$ cat config.mk
export PLATFORM = sky130hd
export DESIGN_NAME = pipe_hold_ctrl
export DESIGN_NICKNAME = d
export VERILOG_FILES = /design/src/rtl/pipe_hold_ctrl.sv
export SDC_FILE = /design/constraint.sdc
export NUM_CORES = 1
export LEC_CHECK = 0
export CAP_MARGIN = 20
export CELL_PAD_IN_SITES_DETAIL_PLACEMENT = 0
export CELL_PAD_IN_SITES_GLOBAL_PLACEMENT = 1
export CORE_UTILIZATION = 40
export DETAILED_ROUTE_END_ITERATION = 6
export HOLD_SLACK_MARGIN = 0.1
export PLACE_DENSITY_LB_ADDON = 0.1
export SLEW_MARGIN = 20
export SYNTH_ARGS = -nofsm -noshare
export SYNTH_HDL_FRONTEND = slang
export SYNTH_SLANG_ARGS = --single-unit
export TNS_END_PERCENT = 30
$ cat constraint.sdc
create_clock -name clk -period 4.1 [get_ports clk]
set_input_delay 0.615 -clock clk [delete_from_list [all_inputs] [get_ports clk]]
set_output_delay 0.615 -clock clk [all_outputs]
set_load 0.01 [all_outputs]
$ cat src/rtl/pipe_hold_ctrl.sv
// Pipeline hold/flush arbiter: per-register stall and flush vectors, a flush tail
// stretched over FLUSH_CYC cycles, saturating perf counters and a stall watchdog.
module pipe_hold_ctrl #(
    parameter int STAGES    = 5,
    parameter int ID_IDX    = 2,
    parameter int EX_IDX    = 3,
    parameter int MEM_IDX   = 4,
    parameter int FLUSH_CYC = 1,
    parameter int TIMEOUT   = 255,
    parameter int CNT_W     = 32
) (
    input  logic                clk,
    input  logic                rstn,
    input  logic                prd_jump_i,
    input  logic                ex_hold_i,
    input  logic                ex_jump_i,
    input  logic                mem_stall_i,
    input  logic                trap_i,
    input  logic                clr_i,
    output logic [STAGES-1:0]   stall_o,
    output logic [STAGES-1:0]   flush_o,
    output logic                hold_timeout_o,
    output logic [CNT_W-1:0]    stall_cyc_o,
    output logic [CNT_W-1:0]    flush_cyc_o
);

    localparam int TW = (FLUSH_CYC > 1) ? $clog2(FLUSH_CYC) : 1;
    localparam int RW = $clog2(TIMEOUT + 1);

    typedef enum logic {IDLE, FLUSH} state_t;

    state_t             state_reg, state_next;
    logic [TW-1:0]      tcnt_reg, tcnt_next;
    logic [STAGES-1:0]  tail_reg, tail_next;
    logic [RW-1:0]      run_reg;
    logic               timeout_reg;
    logic [CNT_W-1:0]   stall_cnt_reg, flush_cnt_reg;

    logic [STAGES-1:0]  trap_fl, jmp_fl, mst_st, mst_fl, exh_st, exh_fl, prd_fl;
    logic [STAGES-1:0]  win_st, win_fl, fl_all;
    logic               restart;

    // Constant request patterns, one bit per pipeline register.
    generate
        for (genvar gi = 0; gi < STAGES; gi++) begin : g_pat
            assign trap_fl[gi] = (gi >= 1) && (gi <= MEM_IDX);
            assign jmp_fl[gi]  = (gi >= 1) && (gi < EX_IDX);
            assign mst_st[gi]  = (gi < MEM_IDX);
            assign mst_fl[gi]  = (gi == MEM_IDX);
            assign exh_st[gi]  = (gi < EX_IDX);
            assign exh_fl[gi]  = (gi == EX_IDX);
            assign prd_fl[gi]  = (gi == 1);
        end
    endgenerate

    always_comb begin
        win_st     = '0;
        win_fl     = '0;
        restart    = 1'b0;
        state_next = state_reg;
        tcnt_next  = tcnt_reg;
        tail_next  = tail_reg;

        if (trap_i) begin
            win_fl  = trap_fl;
            restart = 1'b1;
        end else if (ex_jump_i) begin
            win_fl  = jmp_fl;
            restart = 1'b1;
        end else if (mem_stall_i) begin
            win_st = mst_st;
            win_fl = mst_fl;
        end else if (ex_hold_i) begin
            win_st = exh_st;
            win_fl = exh_fl;
        end else if (prd_jump_i && state_reg == IDLE) begin
            win_fl = prd_fl;
        end

        fl_all    = win_fl | ((state_reg == FLUSH) ? tail_reg : '0);
        fl_all[0] = 1'b0;

        if (!rstn) begin
            flush_o = '0;
            stall_o = '0;
        end else begin
            flush_o = fl_all;
            stall_o = win_st & ~fl_all;
        end

        if (restart && FLUSH_CYC > 1) begin
            state_next = FLUSH;
            tcnt_next  = TW'(FLUSH_CYC - 1);
            tail_next  = win_fl;
        end else if (state_reg == FLUSH) begin
            tcnt_next = tcnt_reg - TW'(1);
            if (tcnt_reg == TW'(1)) begin
                state_next = IDLE;
            end
        end
    end

    always_ff @(posedge clk) begin
        if (!rstn) begin
            state_reg     <= IDLE;
            tcnt_reg      <= '0;
            tail_reg      <= '0;
            run_reg       <= '0;
            timeout_reg   <= 1'b0;
            stall_cnt_reg <= '0;
            flush_cnt_reg <= '0;
        end else begin
            state_reg <= state_next;
            tcnt_reg  <= tcnt_next;
            tail_reg  <= tail_next;
            if (clr_i) begin
                run_reg       <= '0;
                timeout_reg   <= 1'b0;
                stall_cnt_reg <= '0;
                flush_cnt_reg <= '0;
            end else begin
                if (|stall_o) begin
                    if (run_reg != RW'(TIMEOUT)) begin
                        run_reg <= run_reg + RW'(1);
                    end
                    // Flag rises on the edge where the run reaches TIMEOUT.
                    if (run_reg == RW'(TIMEOUT - 1)) begin
                        timeout_reg <= 1'b1;
                    end
                    if (stall_cnt_reg != '1) begin
                        stall_cnt_reg <= stall_cnt_reg + CNT_W'(1);
                    end
                end else begin
                    run_reg <= '0;
                end
                if (|flush_o && flush_cnt_reg != '1) begin
                    flush_cnt_reg <= flush_cnt_reg + CNT_W'(1);
                end
            end
        end
    end

    assign hold_timeout_o = timeout_reg;
    assign stall_cyc_o    = stall_cnt_reg;
    assign flush_cyc_o    = flush_cnt_reg;

endmodule

Yosys cells after proc, flatten, opt, wreduce, memory -nomap -nowiden
Index checks and enable logic that the tools add are counted.
{"block": "totals", "register_bits": 75, "inputBits": 8, "out_inout_bits": 75, "word_cells": 40}
{"block": "classes", "n_addsub": 4, "eq_ne": 4, "n_mux": 12, "bitwise": 5, "reduce_logical": 9}
{"cell": "32-bit by 1-bit adder with 32-bit output (second input constant)", "count": 2}
{"cell": "32-bit inequality test (second input constant)", "count": 2}
{"cell": "5-bit 2-to-1 mux", "count": 6}
{"cell": "4-bit 2-to-1 mux", "count": 3}
{"cell": "5-bit OR reduction", "count": 2}
{"cell": "8-bit by 1-bit adder with 8-bit output (second input constant)", "count": 1}
{"cell": "8-bit equality test (second input constant)", "count": 1}
{"cell": "8-bit inequality test (second input constant)", "count": 1}
{"cell": "2-bit AND reduction", "count": 3}
{"cell": "5-bit AND", "count": 1}
{"cell": "5-bit NOT", "count": 1}
{"cell": "3-bit 2-to-1 mux", "count": 1}
{"cell": "1-bit NOT", "count": 3}
{"cell": "3-bit OR reduction", "count": 1}
{"cell": "1-bit logical AND", "count": 2}
{"cell": "2-bit 2-to-1 mux", "count": 1}
{"cell": "2-bit OR reduction", "count": 1}
{"cell": "1-bit 2-to-1 mux", "count": 1}
{"cell": "1-bit subtractor (second input constant)", "count": 1}

Longest topological paths before layout
Gate-level depths: netlist of the first run.
{"block": "depth", "depth_word": 13, "depth_mapped": 9, "mapped_depth_nobuf": 6}

Worst setup path before layout of the first run
OpenSTA, ideal clock, no wires.
{"block": "synth_path", "path_type": "input port to flip-flop", "from": "input ex_jump_i", "to": "register stall_cnt_reg[26] (netlist: stall_cyc_o[26])", "setup_time_ns": 0.070, "t_arrival_ns": 2.504, "required_ns": 4.030, "setup_slack_ns": 1.526, "cell_stages": 6, "n_path_buf": 1, "path_cell_list": "or3b_4 > or4_4 > or4_1 > buf_2 > or3_1 > a21oi_1"}
{"block": "synth_between", "elab_chain_len": 7, "word_cells_on_any_way": 9, "cone_classes": "5 x mux; 2 x bitwise; 2 x reduce/logical"}
{"item": "start, declared", "line": "16", "rtl": "input logic ex_jump_i,"}
{"item": "5-bit 2-to-1 mux", "line": "67", "rtl": "end else if (ex_jump_i) begin"}
{"item": "5-bit 2-to-1 mux", "line": "64", "rtl": "if (trap_i) begin"}
{"item": "5-bit NOT", "line": "88", "rtl": "stall_o = win_st & ~fl_all;"}
{"item": "5-bit AND *", "line": "88"}
{"item": "5-bit 2-to-1 mux *", "line": "83", "rtl": "if (!rstn) begin"}
{"item": "5-bit OR reduction *", "line": "122", "rtl": "if (|stall_o) begin"}
{"item": "2-bit AND reduction (no source line) *"}
{"item": "end signal, assigned", "line": "131", "rtl": "stall_cnt_reg <= stall_cnt_reg + CNT_W'(1);"}
{"item": "end, declared", "line": "37", "rtl": "logic [CNT_W-1:0] stall_cnt_reg, flush_cnt_reg;"}
Mark *: on every way between the ends. The rest lies on a longest branch, timed or not.
A chain may end at the register's enable or synchronous reset.

Worst setup path in the final report of the first run
{"block": "layout_path", "from": "input rstn", "to": "output stall_o[2]"}
{"block": "layout_between", "elab_chain_len": 1}
{"item": "start, declared", "line": "13", "rtl": "input logic rstn,"}
{"item": "5-bit 2-to-1 mux", "line": "83"}
{"item": "end, declared", "line": "20", "rtl": "output logic [STAGES-1:0] stall_o,"}
Every way passes these cells.

==> results of run 1 <==
routing by layer:
layer / GRT usage (%) / part of all wire [%]
met4: 7.02 / 1.4
met5: 0 / 0
met1: 29.6 / 49
met3: 3.06 / 4.8
met2: 31.9 / 44
worst paths after layout:
kind,cells after the start,slack (ps),to
worst max-delay path,5,530,stall_o[2]
worst min-delay path,1,430,state_reg$_SDFF_PN0_
worst max register to register,6,1440,flush_cyc_o[28]$_SDFFE_PP0P_
worst min register to register,1,430,state_reg$_SDFF_PN0_
cells in the mapped netlist (all sizes together), types with 2 or more instances:
master / number / area (um2)
inv: 8 / 30.0
or3: 30 / 188
or2: 4 / 25.0
ha: 4 / 50.1
nor2b: 3 / 18.8
a31oi: 3 / 18.8
or4: 25 / 191
a211oi: 3 / 22.5
nand2: 35 / 131
a31o: 3 / 26.3
a21oi: 50 / 250
nor3: 8 / 40.0
dfxtp: 75 / 1500
nand4: 25 / 156
clkbuf: 18 / 67.6
o211ai: 10 / 75.1
and2: 2 / 12.5
and3: 15 / 93.8
o21a: 3 / 22.5
xor2: 3 / 26.3
nand3: 25 / 125
o21ai: 27 / 135
buf: 7 / 38.8
nor4: 5 / 31.3
and4: 10 / 87.6
xnor2: 9 / 78.8
nor2: 26 / 97.6
o31ai: 21 / 158
nand2b: 5 / 31.3
a41o: 2 / 20.0
through the flow:
stage / instance area (um2) / setup slack, ps / utilization [%] / cells / power (mW)
4_1_cts: 4990 / 539 / 53.5 / 682 / 1.44
6_report: 4990 / 526 / 53.5 / 682 / 1.43
3_3_place_gp: 4770 / 581 / 51.2 / 667 / 0.808
5_1_grt: 4990 / 410 / 53.5 / 682 / 1.48
3_5_place_dp: 4770 / 546 / 51.2 / 667 / 0.808
2_1_floorplan: 3870 / 1530 / - / 479 / 0.781
report_power, final:
part           switching, mW  total, mW  internal, mW
clock                  0.282      0.639         0.357
sequential           0.00186      0.731         0.729
combinational         0.0367     0.0600        0.0233
final cells by class:
class                      count  share of cell area [%]
timing repair buffer          84                    16.6
clock inverter                 4                    1.50
clock buffer                  11                    2.83
multi-input combinational    371                    45.1
tap                          129                    3.23
sequential                    75                    30.1
inverter                       8                   0.602
worst max-delay path, stage by stage:
cell	delay, ps
clkdlybuf4s50_1	660
or3b_4	450
or2_2	410
inv_1	230
clkdlybuf4s50_1	580
cells by family after synthesis:
family	after synthesis	synth area share, %
compound gates	128	20.1
xor+xnor	12	2.72
fa+ha+maj	4	1.29
buf+inv	33	3.52
flops	75	38.8
mux	1	0.259
other cells	1	0.0969
simple gates	224	33.2
==> metrics.md, run 1 <==
| Metric | Value |
|---|---|
| Nets@finish | `561` |
| Clock Pin Slew Worst Setup and Hold Paths | `80 ps` |
| Final setup skew | `~13 ps` |
| Via Count | `3975` |
| Core area | `9330 um2` |
| Final Cycle Share | `87.2%` |
| # rows | `35` |
| Yosys cell types | `48` |
| Leakage | `1.53 nW` |
| Kind of critical path | `input pin to output port` |
| GRT Total Usage | `20.7%` |
| Commonest non-fill, non-tap cell in the layout | `clkdlybuf4s50_1` |
| Setup crit start | `rstn` |
| Pwr dens | `286 nW/um2` |
| Fillers | `899` |
| Buffers on Ports | `80` |
| VDD IR max | `0.201 mV` |
| Reg-to-Reg Start | `flush_cyc_o[0]$_SDFFE_PP0P_` |
| TritonCTS Buffers | `9` |
| Die area | `10100 um2` |
| Setup repair bufs after CTS | `0` |
| Depth of the CTS H-tree | `3` |
| Final hold vios | `0` |
| Max-Cap Viols | `0` |
| Clock Path Buffers | `2` |
| First-pass GRT wire length | `16800 um` |
| Post-DP HPWL | `~7200 um` |
| Vias in the first global route | `roughly 3500` |
| Starting Density | `41.5%` |
| Final Max Tran Viols | `0` |
| CP endpoint kind | `output port` |
| Hold-fix buffers, CTS | `0` |
| Register area | `1500 um2` |
| Synth warnings | `0` |
| Layout area overhead | `28.9%` |
| Hold_sp | `tcnt_reg$_SDFFE_PN0P_` |
| Fmax | `280 MHz` |
| Mean routed wirelength per cell | `15.1 um` |
| Fin Hold WS | `429 ps` |
| Outcome | `finished clean` |
| Flops & latches, synth | `75` |
| Die height | `between 100 and 150 um` |
| Total grt overflow | `0` |
| Layout cell share with drive strength beyond 1 | `5.61%` |
| Via density | `between 5 and 6` |
| Remaining DRCs | `0` |
| Footprint of the multi-input gates | `approximately 2200 um2` |
| Cts repair resizes | `0` |
| Initial antenna violation count | `0` |
| Setup_tns | `0 ps` |
| Antenna Violating Nets Remaining | `0` |
| Ys async rst share | `0%` |
| Commonest non-fill, non-tap cells in the layout | `clkdlybuf4s50_1, dfxtp_1, a21oi_1` |
| Critical Path AT | `2960 ps` |
| CP required | `3480 ps` |
| Largest net degree at the start of global routing | `33` |
| CTS Sinks | `75` |
| Synth Instances | `478` |
| TritonRoute pass-1 iters | `5` |
| Drt first-iter violations | `209` |
| Most used DFF post-synth | `dfxtp_1` |
| Routed WL | `between 10000 and 15000 um` |
| RSZ-0062 raised after global routing | `no` |
| Nature of the critical path startpoint | `input pin` |
| CTS tree | `built` |
| Worst skew pair latency | `350 ps` |
| CTS root buf | `clkbuf_8` |
| Final Critical Period | `about 3600 ps` |
| Boundary Pins | `83` |
| Die W | `100 um` |
| Endpoints failing setup | `0` |
| Final GP Congestion | `between 0.8 and 0.9` |
| Sequential share of the synthesized area | `38.8%` |
| HP Class | `register to register` |
| CP Max Fanout | `16` |
| ANT cells | `0` |
| Max_slew headroom | `a little over a third` |
| Synthesized area | `3870 um2` |
| Least-Margin Pin Slew | `947 ps` |
| EDFF count, synth | `0` |
| Mean Syn Cell Area | `8.10 um2` |
Note: power is estimated with default switching activity, not from simulation.
==> run 2, diff against run 1 <==
--- a/config.mk
+++ b/config.mk
@@ -8,7 +8,8 @@
 export CAP_MARGIN = 20
 export CELL_PAD_IN_SITES_DETAIL_PLACEMENT = 0
 export CELL_PAD_IN_SITES_GLOBAL_PLACEMENT = 1
-export CORE_UTILIZATION = 40
+export CORE_UTILIZATION = 42
+export CTS_BUF_LIST = sky130_fd_sc_hd__clkbuf_4
 export DETAILED_ROUTE_END_ITERATION = 6
 export HOLD_SLACK_MARGIN = 0.1
 export PLACE_DENSITY_LB_ADDON = 0.1
==> run 2 against run 1 <==
The run now ends with DRC left. Combinational power rose by 2%. Clock skew rose by 7.8 ps. Die area fell by 4.7%. Final cell count fell by 2.8%. Count of clock-buffer cells in the layout fell by 1. Flip-flop and latch count did not move. Final area fell by 1.4%. Largest power group unchanged.
==> metrics.md, run 2 (same netlist as run 1, synthesis figures left out) <==
| Metric | Value |
|---|---|
| Commonest non-fill, non-tap cell in the layout | `clkdlybuf4s50_1` |
| Least-Margin Pin Slew | `approximately 840 ps` |
| Failing checks | `DRC` |
| Worst skew pair latency | `420 ps` |
| TritonCTS Buffers | `9` |
| Core area | `8810 um2` |
| Depth of the CTS H-tree | `3` |
| Die W | `98.0 um` |
| Final Critical Period | `3560 ps` |
| Post-DP HPWL | `7140 um` |
| Reg-to-Reg Start | `flush_cyc_o[0]$_SDFFE_PP0P_` |
| CP required | `around 3500 ps` |
| CP Cell Sequence | `clkdlybuf4s50_1 -> or3b_4 -> or2_2 -> inv_1 -> clkdlybuf4s50_1` |
| Fmax | `281 MHz` |
| Drt first-iter violations | `134` |
| Layout area overhead | `27.1%` |
| # rows | `34` |
| Hold path endpoint | `state_reg$_SDFF_PN0_` |
| CTS tree | `built` |
| Outcome | `finished, violations left` |
| CP Max Fanout | `16` |
| Mean routed wirelength per cell | `between 15 and 20 um` |
| Nets@finish | `562` |
| Endpoints failing setup | `0` |
| Total grt overflow | `0` |
| Reg2Reg Setup Slack | `1430 ps` |
| Final GP Congestion | `approximately 0.84` |
| Antenna Violating Nets Remaining | `0` |
| Via density | `6.03` |
| Final instance area | `4920 um2` |
| Hold-fix buffers, CTS | `0` |
| Crit-path leading delay family | `buffers and inverters` |
| Die area | `9600 um2` |
| VDD IR max | `0.156 mV` |
| Clock Path Buffers | `2` |
| Die height | `98.0 um` |
| Critical Path AT | `2950 ps` |
| Buf/Inv on CP | `3` |
| Clock Pin Slew Worst Setup and Hold Paths | `120 ps` |
| Vias in the first global route | `3723` |
| Setup repair bufs after CTS | `0` |
| Commonest non-fill, non-tap cells in the layout | `clkdlybuf4s50_1, dfxtp_1, a21oi_1` |
| Slowest stage cell, crit path | `clkdlybuf4s50_1` |
| Leakage | `1.52 nW` |
| Hold_sp | `tcnt_reg$_SDFFE_PN0P_` |
| Nature of the critical path startpoint | `input pin` |
| RSZ-0062 raised after global routing | `no` |
| Final Cycle Share | `between 80 and 90%` |
| Remaining DRCs | `3` |
| CP endpoint kind | `output port` |
| First-pass GRT wire length | `17300 um` |
| Setup crit start | `rstn` |
| Fillers | `853` |
| Kind of critical path | `input pin to output port` |
| ANT cells | `0` |
| Starting Density | `43.9%` |
| Boundary Pins | `83` |
| TritonRoute pass-1 iters | `6` |
| R2r worst-path depth | `6` |
| CTS Sinks | `between 70 and 80` |
| Routed WL | `10200 um` |
| GRT Total Usage | `21.9%` |
| Initial antenna violation count | `0` |
| Cts repair resizes | `0` |
| Hold-critical path depth | `1` |
| CP peak stage delay | `between 600 and 700 ps` |
| Post-DP Area | `4750 um2` |
| CTS root buf | `clkbuf_4` |
| Setup_tns | `0 ps` |
| Final Max Tran Viols | `0` |
| Max_slew headroom | `43.4%` |
| CP most frequent cell | `clkdlybuf4s50_1` |
| HP Class | `register to register` |
| Critical R2R Capture | `flush_cyc_o[26]$_SDFFE_PP0P_` |
| Final hold vios | `0` |
| Pwr dens | `270 nW/um2` |
| Max-Cap Viols | `0` |
| Via Count | `4000` |
| Largest net degree at the start of global routing | `35` |
| Buffers on Ports | `80` |
| Layout cell share with drive strength beyond 1 | `under 10%` |
| Final setup skew | `20.4 ps` |
-- run 2: changes by cell type in the layout (fill, tap and decap cells not counted), sizes merged --
| cell | previous run | this run |
|---|---|---|
| clkinv | 0 | 2 |
| clkbuf | 11 | 10 |
| buf | 4 | 5 |
| clkinvlp | 2 | 1 |
| inv | 8 | 9 |
-- run 2: per-stage QoR --
step / total power, mW / worst slack [ps] / std cells / hold WS, ps / util [%]
after floorplan: 0.781 / 1530 / 479 / 408 / -
after global placement: 0.809 / 560 / 647 / 414 / 54.0
after detailed placement: 0.809 / 521 / 647 / 427 / 54.0
after CTS: 1.34 / 522 / 663 / 443 / 55.9
after global routing: 1.37 / 420 / 663 / 450 / 55.9
final: 1.33 / 535 / 663 / 442 / 55.9
-- run 2: layout make-up --
type | instances | area, um2 | area share (%)
Clock inverter | 6 | 88.8 | 1.81
Tap cell | 108 | 135 | 2.75
Timing Repair Buffer | 85 | 838 | 17.0
Clock buffer | 10 | 75.1 | 1.53
Multi-Input combinational cell | 371 | 2250 | 45.7
Inverter | 8 | 30.0 | 0.611
Sequential cell | 75 | 1500 | 30.5
-- run 2: per-layer routing --
layer	track usage (%)	wire length (um)
met1	29.0	5040
met2	35.6	4680
met3	3.44	404
met4	8.51	119
met5	0	0
-- run 2: how the worst max path moves through the flow --
stage                              endpoint  slack (ps)  cells after the start
3_3_place_gp                     stall_o[2]         560                      5
3_5_place_dp                     stall_o[2]         520                      5
6_report                         stall_o[2]         540                      5
5_1_grt                          stall_o[2]         420                      5
4_1_cts                          stall_o[2]         520                      5
2_1_floorplan  stall_cyc_o[26]$_SDFFE_PP0P_        1530                      6
-- run 2: where the power goes --
group | leakage, nW | switching (mW) | internal, mW | total (mW)
Clock | 0.0846 | 0.278 | 0.256 | 0.533
Sequential | 0.604 | 0.00185 | 0.730 | 0.732
Combinational | 0.830 | 0.0373 | 0.0239 | 0.0613
